`src/rtl/decoder_rr_arbiter_if.sv`:
```
// Request/grant bundle between the requesting units and the decoder arbiter.
// master = arbiter side, slave = requester side.
interface decoder_rr_arbiter_if;
    logic [7:0] REQ;
    logic       EN;
    logic [2:0] I;
    logic [7:0] D;
    logic       TIMEOUT;

    modport master (input REQ, output EN, I, D, TIMEOUT);
    modport slave  (output REQ, input EN, I, D, TIMEOUT);
endinterface

```
`src/rtl/decoder_rr_arbiter.sv`:
```
// Eight-way round-robin arbiter that owns the 3-to-8 decoder's EN/I inputs and mirrors its one-hot output on D.
// Optional hold-limit revocation is enabled by defining ARB_HOLD_TIMEOUT_EN.
module decoder_rr_arbiter #(
    parameter int HOLD_MAX = 16,
    parameter int HOLD_W   = 5
) (
    input  logic                    CLK,
    input  logic                    RST_N,
    decoder_rr_arbiter_if.master    bus
);

    typedef enum logic {IDLE, GRANT} state_t;

    if (HOLD_MAX < 2 || HOLD_MAX > (2 ** HOLD_W) - 1) begin : g_badHoldParams
        $error("decoder_rr_arbiter: HOLD_MAX must lie in 2..2**HOLD_W-1");
    end

    state_t      r_state, w_nextState;
    logic        r_en, w_nextEn;
    logic [2:0]  r_idx, w_nextIdx;
    logic [2:0]  r_ptr, w_nextPtr;
    logic [7:0]  r_d, w_nextD;
    logic        r_timeout, w_nextTimeout;
    logic [2:0]  w_win;
    logic        w_ownerReq;
    logic        w_release;

`ifdef ARB_HOLD_TIMEOUT_EN
    logic [HOLD_W-1:0] r_cnt, w_nextCnt;
    logic              w_holdHit;

    assign w_holdHit = (r_cnt == HOLD_W'(HOLD_MAX - 1));
    assign w_release = !w_ownerReq || w_holdHit;
`else
    assign w_release = !w_ownerReq;
`endif

    assign w_ownerReq = bus.REQ[r_idx];

    // Scan downward so the request closest above PTR is the last (winning) assignment.
    always_comb begin
        w_win = r_ptr;
        for (int k = 7; k >= 0; k--) begin
            if (bus.REQ[3'(r_ptr + 3'(k))]) begin
                w_win = 3'(r_ptr + 3'(k));
            end
        end
    end

    always_comb begin
        w_nextState   = r_state;
        w_nextEn      = r_en;
        w_nextIdx     = r_idx;
        w_nextD       = r_d;
        w_nextPtr     = r_ptr;
        w_nextTimeout = 1'b0;
`ifdef ARB_HOLD_TIMEOUT_EN
        w_nextCnt     = r_cnt;
`endif
        case (r_state)
            IDLE: begin
                if (|bus.REQ) begin
                    w_nextState = GRANT;
                    w_nextEn    = 1'b1;
                    w_nextIdx   = w_win;
                    w_nextD     = 8'(1) << w_win;
                    w_nextPtr   = w_win + 3'd1;
`ifdef ARB_HOLD_TIMEOUT_EN
                    w_nextCnt   = '0;
`endif
                end
            end
            GRANT: begin
                if (w_release) begin
                    w_nextState = IDLE;
                    w_nextEn    = 1'b0;
                    w_nextD     = 8'h00;
`ifdef ARB_HOLD_TIMEOUT_EN
                    w_nextCnt     = '0;
                    w_nextTimeout = w_holdHit && w_ownerReq;
`endif
                end else begin
`ifdef ARB_HOLD_TIMEOUT_EN
                    w_nextCnt = r_cnt + HOLD_W'(1);
`endif
                end
            end
            default: w_nextState = IDLE;
        endcase
    end

    always_ff @(posedge CLK or negedge RST_N) begin
        if (!RST_N) begin
            r_state   <= IDLE;
            r_en      <= 1'b0;
            r_idx     <= 3'd0;
            r_d       <= 8'h00;
            r_ptr     <= 3'd0;
            r_timeout <= 1'b0;
`ifdef ARB_HOLD_TIMEOUT_EN
            r_cnt     <= '0;
`endif
        end else begin
            r_state   <= w_nextState;
            r_en      <= w_nextEn;
            r_idx     <= w_nextIdx;
            r_d       <= w_nextD;
            r_ptr     <= w_nextPtr;
            r_timeout <= w_nextTimeout;
`ifdef ARB_HOLD_TIMEOUT_EN
            r_cnt     <= w_nextCnt;
`endif
        end
    end

    assign bus.EN      = r_en;
    assign bus.I       = r_idx;
    assign bus.D       = r_d;
    assign bus.TIMEOUT = r_timeout;

endmodule

```
`src/flat_wrapper.sv`:
```
// flat-port wrapper written by rule: the top's interface ports become plain ports
module decoder_rr_arbiter_flat 
#(
    parameter int HOLD_MAX = 16,
    parameter int HOLD_W   = 5
)
  (CLK, RST_N, bus_REQ, bus_EN, bus_I, bus_D, bus_TIMEOUT);
  decoder_rr_arbiter_if bus_i ();
  input  logic CLK;
  input  logic RST_N;
  input wire logic [$bits(bus_i.REQ)-1:0] bus_REQ;
  output wire logic [$bits(bus_i.EN)-1:0] bus_EN;
  output wire logic [$bits(bus_i.I)-1:0] bus_I;
  output wire logic [$bits(bus_i.D)-1:0] bus_D;
  output wire logic [$bits(bus_i.TIMEOUT)-1:0] bus_TIMEOUT;
  assign bus_i.REQ = bus_REQ;
  assign bus_EN = bus_i.EN;
  assign bus_I = bus_i.I;
  assign bus_D = bus_i.D;
  assign bus_TIMEOUT = bus_i.TIMEOUT;
  decoder_rr_arbiter #(.HOLD_MAX(HOLD_MAX), .HOLD_W(HOLD_W)) u_core (.CLK(CLK), .RST_N(RST_N), .bus(bus_i));
endmodule
```
`config.mk`:
```
export PLATFORM = sky130hd
export DESIGN_NAME = decoder_rr_arbiter_flat
export DESIGN_NICKNAME = d
export VERILOG_FILES = /design/src/rtl/decoder_rr_arbiter_if.sv /design/src/rtl/decoder_rr_arbiter.sv /design/src/flat_wrapper.sv
export SDC_FILE = /design/constraint.sdc
export NUM_CORES = 1
export LEC_CHECK = 0
export BUFFER_PORTS_ARGS = -buffer_cell sky130_fd_sc_hd__buf_2
export CAP_MARGIN = 0
export CELL_PAD_IN_SITES_DETAIL_PLACEMENT = 0
export CELL_PAD_IN_SITES_GLOBAL_PLACEMENT = 2
export CORE_ASPECT_RATIO = 1.5
export CORE_MARGIN = 10
export CORE_UTILIZATION = 33
export CTS_CLUSTER_SIZE = 16
export DETAILED_ROUTE_END_ITERATION = 12
export GPL_TIMING_DRIVEN = 0
export PLACE_DENSITY_LB_ADDON = 0.08
export SLEW_MARGIN = 10
export SYNTH_ARGS = -nofsm -noshare
export SYNTH_HDL_FRONTEND = slang
export SYNTH_SLANG_ARGS = --single-unit
export TNS_END_PERCENT = 50
```
`constraint.sdc`:
```
create_clock -name CLK -period 4 [get_ports CLK]
set_input_delay 0.2 -clock CLK [delete_from_list [all_inputs] [get_ports CLK]]
set_output_delay 0.2 -clock CLK [all_outputs]
set_load 0.005 [all_outputs]
```
==> results_dict.tcl, run 1 <==
set metrics [dict create \
    initial_core_util_pct 34.3 \
    finalCritPeriodShare_pct 94.9 \
    max-vdd-ir-drop_uv 399 \
    drt_iter0_drc 101 \
    clk_pin_slew_ns 0.06 \
    p_sw_share_pct 49.8 \
    drv_slew 0 \
    layout_setup_ws_ns 0.204 \
    p_int_uw 970 \
    path_max_fanout 10 \
    multi_input_area_um2 1080 \
    reg2reg_slack_ns 0.20 \
    clk-insertion-delay-late_ns 0.25 \
    synthXorXnorAreaFrac_pct 1.69 \
    power_frac_seq_pct 14.1 \
    hpwl_um 3670 \
    final_common_cell "buf_2" \
    vias_per_cell 5.86 \
    gp_congestion 0.864 \
    numPortBuffers 20 \
    power_frac_clock_pct 6.2 \
    crit_arrival_ns 3.93 \
    setup_viol 0 \
    ys_seq_elements 16 \
    grt_max_degree 17 \
    fin_crit_ns 3.80 \
    design_area_um2 1820 \
    core_um2 4540 \
    power_density_nw_per_um2 1060 \
    finalSetupTns_ns 0 \
    synth_area_um2 1560 \
    grt_overflow 0 \
    root_buffer "clkbuf_8" \
    skew_ns 0.00368 \
    relSlewSlack_pct 56.9 \
    dp_slack_ns -0.204 \
    area_growth_pct 16.5 \
    cts_buffer_depth 2 \
    fmax_mhz 263 \
    io_pins 23 \
    drt_first_pass_iters 4 \
    drc_errors 0 \
    synthAdderAreaFrac_pct 2.41 \
    grt_first_pass_wirelength_um 7660 \
    wl_met2_um 2630 \
    maxCapViolCount 0 \
    finalPower_uw 1930 \
    layout_common_cells "buf_2 (22), dfrtp_1 (16), mux4_2 (12)" \
    yosysUniqueCellTypes 56 \
    power_frac_comb_pct 79.7 \
    cts.sinks 16 \
    cts_tree "done" \
    met1_length_um 1770 \
    yosys_warnings 0 \
    required_ns 4.14 \
    drt_wl_total_um 4660 \
    grt_usage_pct 11.6 \
    crit_path_start_kind "flop" \
    rsz0062_at_grt "no" \
    synth_compound_area_share_pct 25.5 \
    die_w_um 76.1 \
    postSynth.asyncResetShare_pct 100 \
    worstSetupEndpointType "flop" \
    synth_top_family_by_area "multiplexers" \
    grt_pass1_vias 1466 \
    synth_nets 166 \
    antenna_cells 0 \
    fin_hold_ws_ns 0.399 \
    regArea_um2 400 \
    hp-class "input port to async pin" \
    htreeDepth 1 \
    synth_top_flop_cell "dfrtp_1" \
    yosysSeqAreaShare_pct 25.7 \
    die_area_um2 7920 \
    ant_nets 0 \
    top_layer_used "met4" \
    p_leak_uw 0.000744 \
    wl_met3_um 146 \
    wl_per_cell_um 19.3 \
    vias 1413 \
    rows 30 \
    tightest_slew_ns 0.646 \
    die_y_um 104 \
    status "finished clean" \
    post_synth.cell_area_avg_um2 10.2 \
    drive_gt1_share_pct 31.6 \
    crit_type "flop to flop" \
    cts_made_buffers 3 \
    finalHoldViolations 0 \
    synth-edff-count 0 \
    final_nets 192 \
    synthMuxAreaShare_pct 28.3 \
    syn_inst 153 \
    synthSimpleGateAreaFrac_pct 10.4 \
    dpl_cell_area_um2 1740 \
    num-fill-cells 457 \
    switchingPower_uw 961 \
    grt_antenna_before_repair 0 \
]
-- cell families (layout without fill, tap and decap cells) --
kind of cell             Yosys count  count (layout)
AO/OA/AOI/OAI                     52              52
XOR/XNOR                           3               3
adder cells (fa/ha/maj)            3               3
buffers and inverters             17              41
flip-flops                        16              16
multiplexers                      28              28
other                              1               1
AND/OR/NAND/NOR                   33              33
-- cell type report --
class | instances | share of cell area (%)
multi-input cells | 120 | 59.5
flip-flops and latches | 16 | 22.1
repair buffers | 22 | 6.48
well taps | 64 | 4.41
plain buffers | 9 | 3.45
clock buffers | 3 | 2.27
inverters | 7 | 1.86
-- repair_timing --
| item | 4_1_cts | 5_1_grt |
|---|---|---|
| resized for setup | 1 | 4 |
| hold endpoints to repair | 16 | 0 |
| endpoints found under the setup margin | 2 | 2 |
| buffers inserted | 0 | 1 |
| gates cloned | 0 | 0 |
| hold buffers | 1 | 0 |
-- stage by stage --
step	utilization (%)	cells
after floorplan	-	153
after global placement	38.3	237
after detailed placement	38.3	237
after CTS	39.4	240
after global routing	40.0	241
final	40.0	241
-- final timing paths --
check	start	end	cells after the start
hold / removal	RST_N	u_core.bus.D[1]	2
hold reg to reg	u_core.bus.EN	u_core.bus.EN	2
min in group CLK	bus_REQ[4]	u_core.r_state	3
setup / recovery	u_core.r_ptr[0]	u_core.r_ptr[2]	14
max in group asynchronous	RST_N	u_core.bus.I[0]	2
setup reg to reg	u_core.r_ptr[0]	u_core.r_ptr[2]	14
-- flip-flops by register name (all words and copies together) (netlist names) --
register,cells
u_core.r_ptr,3
u_core.bus.D,8
u_core.bus.I,3
u_core.r_state,1
u_core.bus.EN,1
-- synth_stat cells (4+ instances only) --
cell type   n  area share (%)
mux2i_1    11             7.1
dfrtp_1    16              26
mux2_2      4             2.9
o21ai_0    10             3.2
a211oi_1    4             1.9
nand2_1    11             2.7
mux4_2     12              17
a22o_1      5             2.8
a21oi_1     5             1.6
inv_1       5             1.2
nor2_1      8             1.9
-- power by group through the flow --
stage	Combinational (µW)	Clock (µW)	Sequential (µW)
after floorplan	1140	0	269
after global placement	1480	0	273
after detailed placement	1480	0	276
after CTS	1500	121	274
after global routing	1690	129	281
final	1540	119	272
-- critical path, cell delays in order (launching register included) --
cell	delay [ns]
dfrtp_1	0.37
buf_6	0.16
clkbuf_4	0.23
clkinvlp_4	0.21
ha_4	0.39
mux4_2	0.38
mux2_4	0.32
o211ai_2	0.13
a211oi_1	0.09
o31a_1	0.34
or2_1	0.25
buf_6	0.13
a31oi_1	0.15
ha_1	0.25
mux2_2	0.26
-- layer usage --
metal	global-route usage, %	vias up
met4	5.47	0
met1	12.8	703
met3	1.47	10
li1	-	658
met5	0	-
met2	20.9	42
Note: power is estimated with default switching activity, not from simulation.
==> run 2, diff against run 1 <==
- REMOVE_ABC_BUFFERS: default -> 1
==> run 2 against run 1 <==
Hold slack got worse by 0.022 ns. Largest cell class unchanged. Sequential power is 32% higher. Combinational power fell by 11%. Register-to-register slack improved by 0.16 ns. Sequential cell count did not move. Setup slack improved by 0.16 ns.
==> results_dict.tcl, run 2 (same netlist as run 1, synthesis figures left out) <==
set metrics [dict create \
    status "finished clean" \
    p_leak_uw 0.000713 \
    drt_wl_total_um 4470 \
    area_growth_pct 13.1 \
    drive_gt1_share_pct 30.2 \
    ant_nets 0 \
    vias 1352 \
    reg2reg_slack_ns 0.36 \
    hpwl_um 3380 \
    max_stage_delay_ns 0.56 \
    fin_hold_ws_ns 0.378 \
    grt_max_degree 23 \
    drv_slew 0 \
    initial_core_util_pct 34.3 \
    core_um2 4540 \
    grt_antenna_before_repair 0 \
    final_common_cell "buf_2" \
    cts.sinks 16 \
    num-fill-cells 474 \
    cts_buffer_depth 2 \
    die_y_um 104 \
    die_w_um 76.1 \
    vias_per_cell 5.80 \
    required_ns 4.13 \
    grt_usage_pct 11.1 \
    gp_congestion 0.774 \
    fin_crit_ns 3.64 \
    finalHoldViolations 0 \
    crit_slowest_cell "dfrtp_4" \
    drt_iter0_drc 88 \
    grt_overflow 0 \
    maxCapViolCount 0 \
    dpl_cell_area_um2 1680 \
    root_buffer "clkbuf_8" \
    worstPathCellList "clkinvlp_4 -> ha_4 -> mux4_2 -> mux2_4 -> o211ai_2 -> a211oi_1 -> o31a_1 -> or2_1 -> a31oi_1 -> ha_1 -> mux2_2" \
    fin_util_pct 38.8 \
    power_density_nw_per_um2 1050 \
    clk-insertion-delay-late_ns 0.24 \
    setup_viol 0 \
    htreeDepth 1 \
    max-vdd-ir-drop_uv 395 \
    crit_family "multiplexers" \
    path_buf_inv 1 \
    largest_reg_flops 8 \
    drc_errors 0 \
    final_cells 233 \
    worstSetupEndpointType "flop" \
    path_max_fanout 12 \
    design_area_um2 1760 \
    crit_type "flop to flop" \
    crit_path_start_kind "flop" \
    final_nets 184 \
    antenna_cells 0 \
    die_area_um2 7920 \
    cts_tree "done" \
    hp-class "input port to flop" \
    fmax_mhz 275 \
    grt_first_pass_wirelength_um 7610 \
    clk_pin_slew_ns 0.06 \
    drt_first_pass_iters 4 \
    crit_arrival_ns 3.77 \
    relSlewSlack_pct 46.3 \
    wl_per_cell_um 19.2 \
    tightest_slew_ns 0.806 \
    rows 30 \
    io_pins 23 \
    grt_pass1_vias 1442 \
    finalCritPeriodShare_pct 90.9 \
    numPortBuffers 21 \
    skew_ns 0.00235 \
    place_inst 228 \
    cts_made_buffers 3 \
    layout_common_cells "buf_2 (21), dfrtp_1 (14), mux4_2 (12)" \
    rsz0062_at_grt "no" \
]
## run 2: cell count changes in the layout (fill, tap and decap cells not counted)
cell	previous run	this run
buf_4	3	1
buf_6	2	0
clkbuf_1	2	0
dfrtp_1	16	14
dfrtp_4	0	2
buf_2	22	21
clkbuf_4	1	0
clkinvlp_4	2	1
inv_1	4	5
## run 2: final timing paths
check | from | to | cells past startpoint
max | u_core.r_ptr[1] | u_core.r_ptr[2] | 11
min | bus_REQ[4] | u_core.r_state | 3
max reg2reg | u_core.r_ptr[1] | u_core.r_ptr[2] | 11
min reg2reg | u_core.bus.EN | u_core.bus.EN | 2
max in group asynchronous | RST_N | u_core.r_ptr[0] | 2
min in group asynchronous | RST_N | u_core.bus.D[3] | 2
## run 2: what timing repair did
action / CTS / global route
pin swaps: 1 / 0
endpoints found under the setup margin: 13 / 1
endpoints found under the hold margin: 16 / 0
gates resized for setup: 4 / 3
hold buffers: 1 / 0
buffers inserted: 0 / 1
## run 2: per-stage QoR
stage	total power, µW	setup slack [ns]	TNS, ns
after global routing	2040	0.104	0
after CTS	1820	0.0406	0
after detailed placement	1680	-0.633	-3.31
after global placement	1660	-0.573	-2.68
final	1840	0.364	0
after floorplan	1330	0.0954	0
## run 2: where the power goes
group | internal (µW) | leakage (µW) | switching, µW
logic | 617 | 0.000490 | 751
registers | 229 | 0.000201 | 130
clock network | 66.6 | 0.0000216 | 48.9
## run 2: per-layer routing
metal  GRT usage (%)  routed length (µm)  up-vias
li1                -                   -      642
met5               0                   0        -
met1            12.6                1710      668
met3           0.952                 120        9
met4            4.00                 111        0
met2            20.8                2520       33
## run 2: layout make-up
cell class	instances	area, µm²	area share (%)
Clock buffer	3	41.3	2.34
Inverter	7	30.0	1.70
Sequential cell	16	408	23.2
Timing Repair Buffer	23	123	6.96
Multi-Input combinational cell	120	1080	61.3
Tap cell	64	80.1	4.55
## run 2: worst min-delay path, cell delays in order
cell,delay (ns)
buf_2,0.14
nor4_1,0.07
a31oi_1,0.16
